$ cat config.mk
export PLATFORM = sky130hd
export DESIGN_NAME = lsu_sbuf_flat
export DESIGN_NICKNAME = d
export VERILOG_FILES = /design/src/rtl/lsu_sbuf_if.sv /design/src/rtl/lsu_sbuf.sv /design/src/flat_wrapper.sv
export SDC_FILE = /design/constraint.sdc
export NUM_CORES = 1
export LEC_CHECK = 0
export CAP_MARGIN = 20
export CORE_MARGIN = 4
export CORE_UTILIZATION = 30
export CTS_BUF_LIST = sky130_fd_sc_hd__clkbuf_4 sky130_fd_sc_hd__clkbuf_8
export CTS_CLUSTER_DIAMETER = 30
export CTS_CLUSTER_SIZE = 24
export DETAILED_ROUTE_END_ITERATION = 7
export GPL_TIMING_DRIVEN = 1
export PLACE_DENSITY = 0.54
export SLEW_MARGIN = 20
export SYNTH_ARGS = -nofsm -noshare
export SYNTH_HDL_FRONTEND = slang
export SYNTH_SLANG_ARGS = --single-unit
$ cat constraint.sdc
create_clock -name clk -period 4.1 [get_ports clk]
set_clock_uncertainty 0.1 [all_clocks]
set_input_delay 1.23 -clock clk [delete_from_list [all_inputs] [get_ports clk]]
set_output_delay 1.23 -clock clk [all_outputs]
set_load 0.005 [all_outputs]
$ cat src/rtl/lsu_sbuf_if.sv
// Core-side request/response and Wishbone classic signals of the load-store unit.
// Names are from the unit's point of view: i_* flow into lsu_sbuf, o_* flow out of it.
interface lsu_sbuf_if #(
  parameter int ADDR_W = 32
);
  logic              i_req;
  logic              i_we;
  logic [1:0]        i_size;
  logic              i_unsigned;
  logic [ADDR_W-1:0] i_addr;
  logic [31:0]       i_data;
  logic              o_ready;
  logic              o_valid;
  logic [31:0]       o_data;
  logic              o_err;
  logic              o_store_err;
  logic              o_sb_empty;
  logic [ADDR_W-1:0] o_wb_adr;
  logic [31:0]       o_wb_dat;
  logic [3:0]        o_wb_sel;
  logic              o_wb_we;
  logic              o_wb_cyc;
  logic              o_wb_stb;
  logic [31:0]       i_wb_dat;
  logic              i_wb_ack;
  logic              i_wb_err;

  modport slave (
    input  i_req, i_we, i_size, i_unsigned, i_addr, i_data, i_wb_dat, i_wb_ack, i_wb_err,
    output o_ready, o_valid, o_data, o_err, o_store_err, o_sb_empty,
           o_wb_adr, o_wb_dat, o_wb_sel, o_wb_we, o_wb_cyc, o_wb_stb
  );

  modport master (
    output i_req, i_we, i_size, i_unsigned, i_addr, i_data, i_wb_dat, i_wb_ack, i_wb_err,
    input  o_ready, o_valid, o_data, o_err, o_store_err, o_sb_empty,
           o_wb_adr, o_wb_dat, o_wb_sel, o_wb_we, o_wb_cyc, o_wb_stb
  );
endinterface

$ cat src/rtl/lsu_sbuf.sv
// Load-store unit with posted-store FIFO, lane alignment, load extension and bus watchdog.
// state     | meaning
// S_IDLE    | no bus cycle; drains the buffer head or launches an accepted load
// S_ST_BUS  | buffered store on the bus
// S_LD_BUS  | load on the bus
// S_LD_DONE | load finished; completion reported next cycle
module lsu_sbuf #(
  parameter int ADDR_W   = 32,
  parameter int SB_DEPTH = 4,
  parameter int TIMEOUT  = 255
) (
  input logic       clk,
  input logic       rst_i,
  lsu_sbuf_if.slave bus
);
  localparam int PW = $clog2(SB_DEPTH);
  localparam int CW = PW + 1;
  localparam int WD_W = (TIMEOUT > 1) ? $clog2(TIMEOUT) : 1;
  localparam logic [WD_W-1:0] WD_INIT = WD_W'((TIMEOUT > 0) ? TIMEOUT - 1 : 0);
  localparam bit WD_EN = (TIMEOUT != 0);

  typedef enum logic [1:0] {S_IDLE, S_ST_BUS, S_LD_BUS, S_LD_DONE} state_t;
  state_t r_state, w_next;

  logic [ADDR_W-1:0] r_sb_adr [SB_DEPTH];
  logic [31:0]       r_sb_dat [SB_DEPTH];
  logic [3:0]        r_sb_sel [SB_DEPTH];
  logic [PW-1:0]     r_wr_ptr, r_rd_ptr;
  logic [CW-1:0]     r_count;

  logic              r_cyc, r_stb, r_we;
  logic [ADDR_W-1:0] r_adr;
  logic [31:0]       r_dat;
  logic [3:0]        r_sel;
  logic [WD_W-1:0]   r_wdog;
  logic [1:0]        r_ld_size, r_ld_off;
  logic              r_ld_uns, r_ld_err;
  logic [31:0]       r_ld_data;
  logic              r_valid, r_err, r_store_err;
  logic [31:0]       r_data;

  logic        w_misalign, w_timeout, w_done, w_pop, w_push, w_ld_go, w_acc;
  logic        w_rdy_st, w_rdy_ld, w_ready;
  logic [3:0]  w_sel;
  logic [31:0] w_wdat, w_ld_sh, w_ld_ext;

  always_comb begin
    w_misalign = 1'b0;
    w_sel      = 4'b1111;
    w_wdat     = bus.i_data;
    case (bus.i_size)
      2'b00: begin
        w_sel  = 4'b0001 << bus.i_addr[1:0];
        w_wdat = {4{bus.i_data[7:0]}};
      end
      2'b01: begin
        w_misalign = bus.i_addr[0];
        w_sel      = 4'b0011 << {bus.i_addr[1], 1'b0};
        w_wdat     = {2{bus.i_data[15:0]}};
      end
      2'b10:   w_misalign = (bus.i_addr[1:0] != 2'b00);
      default: w_misalign = 1'b1;
    endcase
  end

  assign w_timeout = WD_EN && (r_wdog == '0) && !bus.i_wb_ack && !bus.i_wb_err;
  assign w_done    = r_stb && (bus.i_wb_ack || bus.i_wb_err || w_timeout);
  assign w_pop     = (r_state == S_ST_BUS) && w_done;

  // A pop in flight frees a slot, so a full buffer still accepts a store that cycle.
  assign w_rdy_st = ((r_count < CW'(SB_DEPTH)) || w_pop) &&
                    (r_state != S_LD_BUS) && (r_state != S_LD_DONE);
  assign w_rdy_ld = (r_state == S_IDLE) && (r_count == '0);
  assign w_ready  = !rst_i && (bus.i_we ? w_rdy_st : w_rdy_ld);
  assign w_acc    = bus.i_req && w_ready;
  assign w_push   = w_acc && bus.i_we && !w_misalign;
  assign w_ld_go  = w_acc && !bus.i_we && !w_misalign;

  always_comb begin
    w_ld_sh = bus.i_wb_dat >> {r_ld_off, 3'b000};
    case (r_ld_size)
      2'b00:   w_ld_ext = r_ld_uns ? {24'h0, w_ld_sh[7:0]} : {{24{w_ld_sh[7]}}, w_ld_sh[7:0]};
      2'b01:   w_ld_ext = r_ld_uns ? {16'h0, w_ld_sh[15:0]} : {{16{w_ld_sh[15]}}, w_ld_sh[15:0]};
      default: w_ld_ext = w_ld_sh;
    endcase
  end

  always_comb begin
    w_next = r_state;
    case (r_state)
      S_IDLE: begin
        if (r_count != '0) w_next = S_ST_BUS;
        else if (w_ld_go)  w_next = S_LD_BUS;
      end
      S_ST_BUS: if (w_done) w_next = S_IDLE;
      S_LD_BUS: if (w_done) w_next = S_LD_DONE;
      default:  w_next = S_IDLE;
    endcase
  end

  always_ff @(posedge clk) begin
    if (rst_i) r_state <= S_IDLE;
    else       r_state <= w_next;
  end

  always_ff @(posedge clk) begin
    if (w_push) begin
      r_sb_adr[r_wr_ptr] <= {bus.i_addr[ADDR_W-1:2], 2'b00};
      r_sb_dat[r_wr_ptr] <= w_wdat;
      r_sb_sel[r_wr_ptr] <= w_sel;
    end
  end

  always_ff @(posedge clk) begin
    if (rst_i) begin
      r_wr_ptr <= '0; r_rd_ptr <= '0; r_count <= '0;
      r_cyc <= 1'b0; r_stb <= 1'b0; r_we <= 1'b0;
      r_adr <= '0; r_dat <= '0; r_sel <= '0; r_wdog <= '0;
      r_ld_size <= '0; r_ld_off <= '0; r_ld_uns <= 1'b0; r_ld_err <= 1'b0; r_ld_data <= '0;
      r_valid <= 1'b0; r_err <= 1'b0; r_data <= '0; r_store_err <= 1'b0;
    end else begin
      r_valid     <= 1'b0;
      r_err       <= 1'b0;
      r_data      <= '0;
      r_store_err <= 1'b0;
      if (w_acc && w_misalign) begin
        r_valid <= 1'b1;
        r_err   <= 1'b1;
      end else if (w_push) begin
        r_valid <= 1'b1;
      end
      if (w_push) r_wr_ptr <= r_wr_ptr + PW'(1);
      if (w_pop) begin
        r_rd_ptr    <= r_rd_ptr + PW'(1);
        r_store_err <= !bus.i_wb_ack;
      end
      if (w_push && !w_pop)      r_count <= r_count + CW'(1);
      else if (!w_push && w_pop) r_count <= r_count - CW'(1);

      case (r_state)
        S_IDLE: begin
          if (r_count != '0) begin
            r_cyc <= 1'b1; r_stb <= 1'b1; r_we <= 1'b1;
            r_adr <= r_sb_adr[r_rd_ptr];
            r_dat <= r_sb_dat[r_rd_ptr];
            r_sel <= r_sb_sel[r_rd_ptr];
            r_wdog <= WD_INIT;
          end else if (w_ld_go) begin
            r_cyc <= 1'b1; r_stb <= 1'b1; r_we <= 1'b0;
            r_adr <= {bus.i_addr[ADDR_W-1:2], 2'b00};
            r_dat <= '0;
            r_sel <= w_sel;
            r_wdog <= WD_INIT;
            r_ld_size <= bus.i_size;
            r_ld_off  <= bus.i_addr[1:0];
            r_ld_uns  <= bus.i_unsigned;
          end
        end
        S_ST_BUS, S_LD_BUS: begin
          if (w_done) begin
            r_cyc <= 1'b0; r_stb <= 1'b0; r_we <= 1'b0;
            if (r_state == S_LD_BUS) begin
              r_ld_err  <= !bus.i_wb_ack;
              r_ld_data <= w_ld_ext;
            end
          end else if (r_wdog != '0) begin
            r_wdog <= r_wdog - WD_W'(1);
          end
        end
        default: begin
          r_valid <= 1'b1;
          r_err   <= r_ld_err;
          r_data  <= r_ld_err ? 32'h0 : r_ld_data;
        end
      endcase
    end
  end

  assign bus.o_ready     = w_ready;
  assign bus.o_valid     = r_valid;
  assign bus.o_data      = r_data;
  assign bus.o_err       = r_err;
  assign bus.o_store_err = r_store_err;
  assign bus.o_sb_empty  = (r_count == '0) && (r_state != S_ST_BUS);
  assign bus.o_wb_adr    = r_adr;
  assign bus.o_wb_dat    = r_dat;
  assign bus.o_wb_sel    = r_sel;
  assign bus.o_wb_we     = r_we;
  assign bus.o_wb_cyc    = r_cyc;
  assign bus.o_wb_stb    = r_stb;
endmodule

$ cat src/flat_wrapper.sv
// flat-port wrapper written by rule: the top's interface ports become plain ports
module lsu_sbuf_flat 
#(
  parameter int ADDR_W   = 32,
  parameter int SB_DEPTH = 4,
  parameter int TIMEOUT  = 255
)
  (clk, rst_i, bus_i_req, bus_i_we, bus_i_size, bus_i_unsigned, bus_i_addr, bus_i_data, bus_i_wb_dat, bus_i_wb_ack, bus_i_wb_err, bus_o_ready, bus_o_valid, bus_o_data, bus_o_err, bus_o_store_err, bus_o_sb_empty, bus_o_wb_adr, bus_o_wb_dat, bus_o_wb_sel, bus_o_wb_we, bus_o_wb_cyc, bus_o_wb_stb);
  lsu_sbuf_if #(.ADDR_W(ADDR_W)) bus_i ();
  input logic clk;
  input logic rst_i;
  input wire logic [$bits(bus_i.i_req)-1:0] bus_i_req;
  input wire logic [$bits(bus_i.i_we)-1:0] bus_i_we;
  input wire logic [$bits(bus_i.i_size)-1:0] bus_i_size;
  input wire logic [$bits(bus_i.i_unsigned)-1:0] bus_i_unsigned;
  input wire logic [$bits(bus_i.i_addr)-1:0] bus_i_addr;
  input wire logic [$bits(bus_i.i_data)-1:0] bus_i_data;
  input wire logic [$bits(bus_i.i_wb_dat)-1:0] bus_i_wb_dat;
  input wire logic [$bits(bus_i.i_wb_ack)-1:0] bus_i_wb_ack;
  input wire logic [$bits(bus_i.i_wb_err)-1:0] bus_i_wb_err;
  output wire logic [$bits(bus_i.o_ready)-1:0] bus_o_ready;
  output wire logic [$bits(bus_i.o_valid)-1:0] bus_o_valid;
  output wire logic [$bits(bus_i.o_data)-1:0] bus_o_data;
  output wire logic [$bits(bus_i.o_err)-1:0] bus_o_err;
  output wire logic [$bits(bus_i.o_store_err)-1:0] bus_o_store_err;
  output wire logic [$bits(bus_i.o_sb_empty)-1:0] bus_o_sb_empty;
  output wire logic [$bits(bus_i.o_wb_adr)-1:0] bus_o_wb_adr;
  output wire logic [$bits(bus_i.o_wb_dat)-1:0] bus_o_wb_dat;
  output wire logic [$bits(bus_i.o_wb_sel)-1:0] bus_o_wb_sel;
  output wire logic [$bits(bus_i.o_wb_we)-1:0] bus_o_wb_we;
  output wire logic [$bits(bus_i.o_wb_cyc)-1:0] bus_o_wb_cyc;
  output wire logic [$bits(bus_i.o_wb_stb)-1:0] bus_o_wb_stb;
  assign bus_i.i_req = bus_i_req;
  assign bus_i.i_we = bus_i_we;
  assign bus_i.i_size = bus_i_size;
  assign bus_i.i_unsigned = bus_i_unsigned;
  assign bus_i.i_addr = bus_i_addr;
  assign bus_i.i_data = bus_i_data;
  assign bus_i.i_wb_dat = bus_i_wb_dat;
  assign bus_i.i_wb_ack = bus_i_wb_ack;
  assign bus_i.i_wb_err = bus_i_wb_err;
  assign bus_o_ready = bus_i.o_ready;
  assign bus_o_valid = bus_i.o_valid;
  assign bus_o_data = bus_i.o_data;
  assign bus_o_err = bus_i.o_err;
  assign bus_o_store_err = bus_i.o_store_err;
  assign bus_o_sb_empty = bus_i.o_sb_empty;
  assign bus_o_wb_adr = bus_i.o_wb_adr;
  assign bus_o_wb_dat = bus_i.o_wb_dat;
  assign bus_o_wb_sel = bus_i.o_wb_sel;
  assign bus_o_wb_we = bus_i.o_wb_we;
  assign bus_o_wb_cyc = bus_i.o_wb_cyc;
  assign bus_o_wb_stb = bus_i.o_wb_stb;
  lsu_sbuf #(.ADDR_W(ADDR_W), .SB_DEPTH(SB_DEPTH), .TIMEOUT(TIMEOUT)) u_core (.clk(clk), .rst_i(rst_i), .bus(bus_i));
endmodule
==> results.tsv <==
metric	value	unit
Reg-to-Reg Start	u_core.r_wdog[0]	
num rows	86	
critical path's largest stage delay	0.48	ns
initial antenna violation count	1	
Yosys cell types	62	
Synth warnings	0	
most frequent cells in the layout	edfxtp_1, clkdlybuf4s50_1, dfxtp_1	
grt total ovfl	0	
max-cap violation count	0	
Non-Filler Instances	2222	
Final Max Slew Viols	0	
path depth of the worst reg2reg path	21	
Async SR Flop Fraction	0	%
total track usage	14.6	%
WHS	0.335	ns
vias in the first global route	11318	
DIE AREA	0.0594	mm^2
Die X	244	um
Bufs on Longest Clock Path	3	
r2r setup slk	0.1	ns
CP arrival	4.50	ns
slowest stage cell, crit path	clkdlybuf4s50_1	
Slew @ Worst Pin	0.989	ns
wire length per cell	19.8	um
Setup TNS Final	0	ns
final WL	44.1	mm
DP Cell Count	2023	
DR iter-0 viols	671	
Req. time, crit path	4.60	ns
cts hold-fix bufs	0	
later-pin clock latency in the skew report	0.68	ns
Critical path origin	bus_i_wb_ack	
dpl ws	-0.0893	ns
worst setup margin	0.0957	ns
core area	0.0551	mm^2
CP endpoint	u_core.r_count[2]	
Cell Area, Synth	0.0167	mm^2
Power Dens Cells	612	mW/mm^2
sequential cell area fraction in the yosys report	66.8	%
Static Leak	7.59	nW
DP HPWL	26.5	mm
worst min-delay path class	reg -> reg	
starting density of the core	30.2	%
filler cell count	5202	
via count	10639	
Crit. End Element	flop	
DRC violations left	0	
Critical Path Most Common Cell	buf_4	
Synth Register Bits	424	
wire length of the first global-routing pass	67.1	mm
largest net degree at the start of global routing	57	
Final period util	97.7	%
H-tree levels	3	
synth-to-layout area growth	34.2	%
Port Buffers	210	
post-route ant nets	0	
slew margin rel.	34.1	%
ys flop type	edfxtp_1	
share of Yosys cell area claimed by the top area cell type	47.6	%
Reg2Reg Capture Point	u_core.r_count[2]	
IO Count	213	
share of cells above drive strength 1	27.2	%
CP Cell Sequence	clkdlybuf4s50_1 > o21ai_1 > o211ai_1 > buf_4 > buf_4 > buf_4 > buf_4 > buf_4 > buf_4 > buf_4 > buf_4 > buf_4 > buf_4 > nor4b_4 > ha_2 > inv_1 > fa_2 > xor2_1 > or3_1 > a21oi_1	
Worst-path clk slew	0.06	ns
final setup vio count	0	
CTS sink cnt	424	
die height	244	um
final hold viol count	0	
Max VDD drop	0.266	mV
TritonCTS buffer count	97	
post-synth top area cell	edfxtp_1	
status	finished, final reports clean	
min cycle time layout	4.00	ns
First-pass DRT Iterations	4	
Cells after Synth	1097	
most common cell after layout, fill and taps aside	edfxtp_1	
Via density	4.79	
fmax	250	MHz
Synth area leaders	edfxtp_1, dfxtp_1, mux4_2, o221a_2, nor2_1	
Post-synth EDFFs	264	
critical path peak fanout	3	
Crit Path Class	in -> reg	
Nets	1506	
CTS tree	built	
GPL Wtd Cong	0.805	
Root Driver	clkbuf_8	
average size of a mapped cell	15.2	um^2
Worst setup SP type	input pin	
-- kinds of logic after synthesis --
logic type                 share of synthesized area, %
muxes                                              12.9
other                                            0.0225
and+or+nand+nor                                    6.23
adders and majority gates                          1.10
DFF                                                66.8
AOI/OAI and AO/OA                                  10.3
buffers and inverters                              2.50
xor gates and xnor gates                          0.105
-- Yosys cell counts, types with 9 or more instances --
cell	count
a22o_1	33
ha_1	13
inv_1	18
mux2i_1	30
nand2_1	49
mux4_2	67
buf_2	12
o221a_2	34
a211oi_1	30
nor2_1	92
dfxtp_1	160
and2_1	38
a21oi_1	43
buf_1	9
edfxtp_1	264
clkbuf_1	46
mux2_2	30
o21ai_0	21
-- where the power goes --
part	switching, mW	internal [mW]
clock	2.13	3.54
combinational	1.39	1.38
sequential	0.297	4.93
total	3.82	9.85
-- flip-flops by register name, indices dropped and copies added, names as in the netlist, 2 cells and up, named ones only --
signal	cells
u_core.bus.o_data	32
u_core.r_count	3
u_core.r_rd_ptr	2
u_core.bus.o_wb_adr	30
u_core.r_ld_off	2
u_core.bus.o_wb_sel	4
u_core.r_ld_size	2
u_core.r_sb_adr	120
u_core.r_wdog	8
u_core.bus.o_wb_dat	32
u_core.r_sb_sel	16
u_core.r_state	2
u_core.r_ld_data	32
u_core.r_sb_dat	128
u_core.r_wr_ptr	2
-- area by class of cell --
type | count | area (um^2) | area share (%)
repair buffers | 265 | 2620 | 11.7
clock inverters | 65 | 820 | 3.67
inverters | 19 | 71.3 | 0.319
well taps | 748 | 936 | 4.19
diodes | 2 | 5.00 | 0.0224
flip-flops and latches | 424 | 11100 | 49.9
multi-input cells | 580 | 5200 | 23.3
clock buffers | 119 | 1560 | 6.96
-- how the worst min path moves through the flow --
stage | cells after the start | slack (ns) | end | from
6_report | 1 | 0.34 | u_core.bus.o_data[10] | u_core.r_ld_data[10]
2_1_floorplan | 1 | 0.32 | u_core.bus.o_data[0] | u_core.r_ld_data[0]
3_3_place_gp | 1 | 0.33 | u_core.bus.o_data[7] | u_core.r_ld_data[7]
4_1_cts | 1 | 0.32 | u_core.bus.o_data[10] | u_core.r_ld_data[10]
5_1_grt | 1 | 0.34 | u_core.bus.o_data[10] | u_core.r_ld_data[10]
3_5_place_dp | 1 | 0.34 | u_core.bus.o_data[15] | u_core.r_ld_data[15]
-- critical path, delay by kind of cell --
family                   cells  cell delay, ns
adder cells (fa/ha/maj)      2            0.63
AND/OR/NAND/NOR              2            0.58
buffers and inverters       12            1.51
AO/OA/AOI/OAI                3            0.38
XOR/XNOR                     1            0.17
-- repair_timing --
item / CTS / global route
pin swaps: 3 / 4
setup buffers: 10 / 3
gates resized for setup: 10 / 5
gates cloned: 0 / 0
endpoints found under the setup margin: 1 / 1
-- per-layer routing --
| layer | GRT usage (%) | wire, um |
|---|---|---|
| met5 | 0 | 0 |
| met4 | 4.83 | 804 |
| met3 | 4.28 | 2760 |
| met2 | 23.0 | 20500 |
| met1 | 19.5 | 20000 |
-- per-stage QoR --
stage	power, mW	util (%)	area [um^2]
3_5_place_dp	8.04	36.0	19800
3_3_place_gp	8.01	36.0	19800
2_1_floorplan	6.76	-	16700
4_1_cts	13.9	40.5	22300
6_report	13.7	40.6	22400
5_1_grt	14.4	40.6	22400
Power figures use the tool's default switching activity.
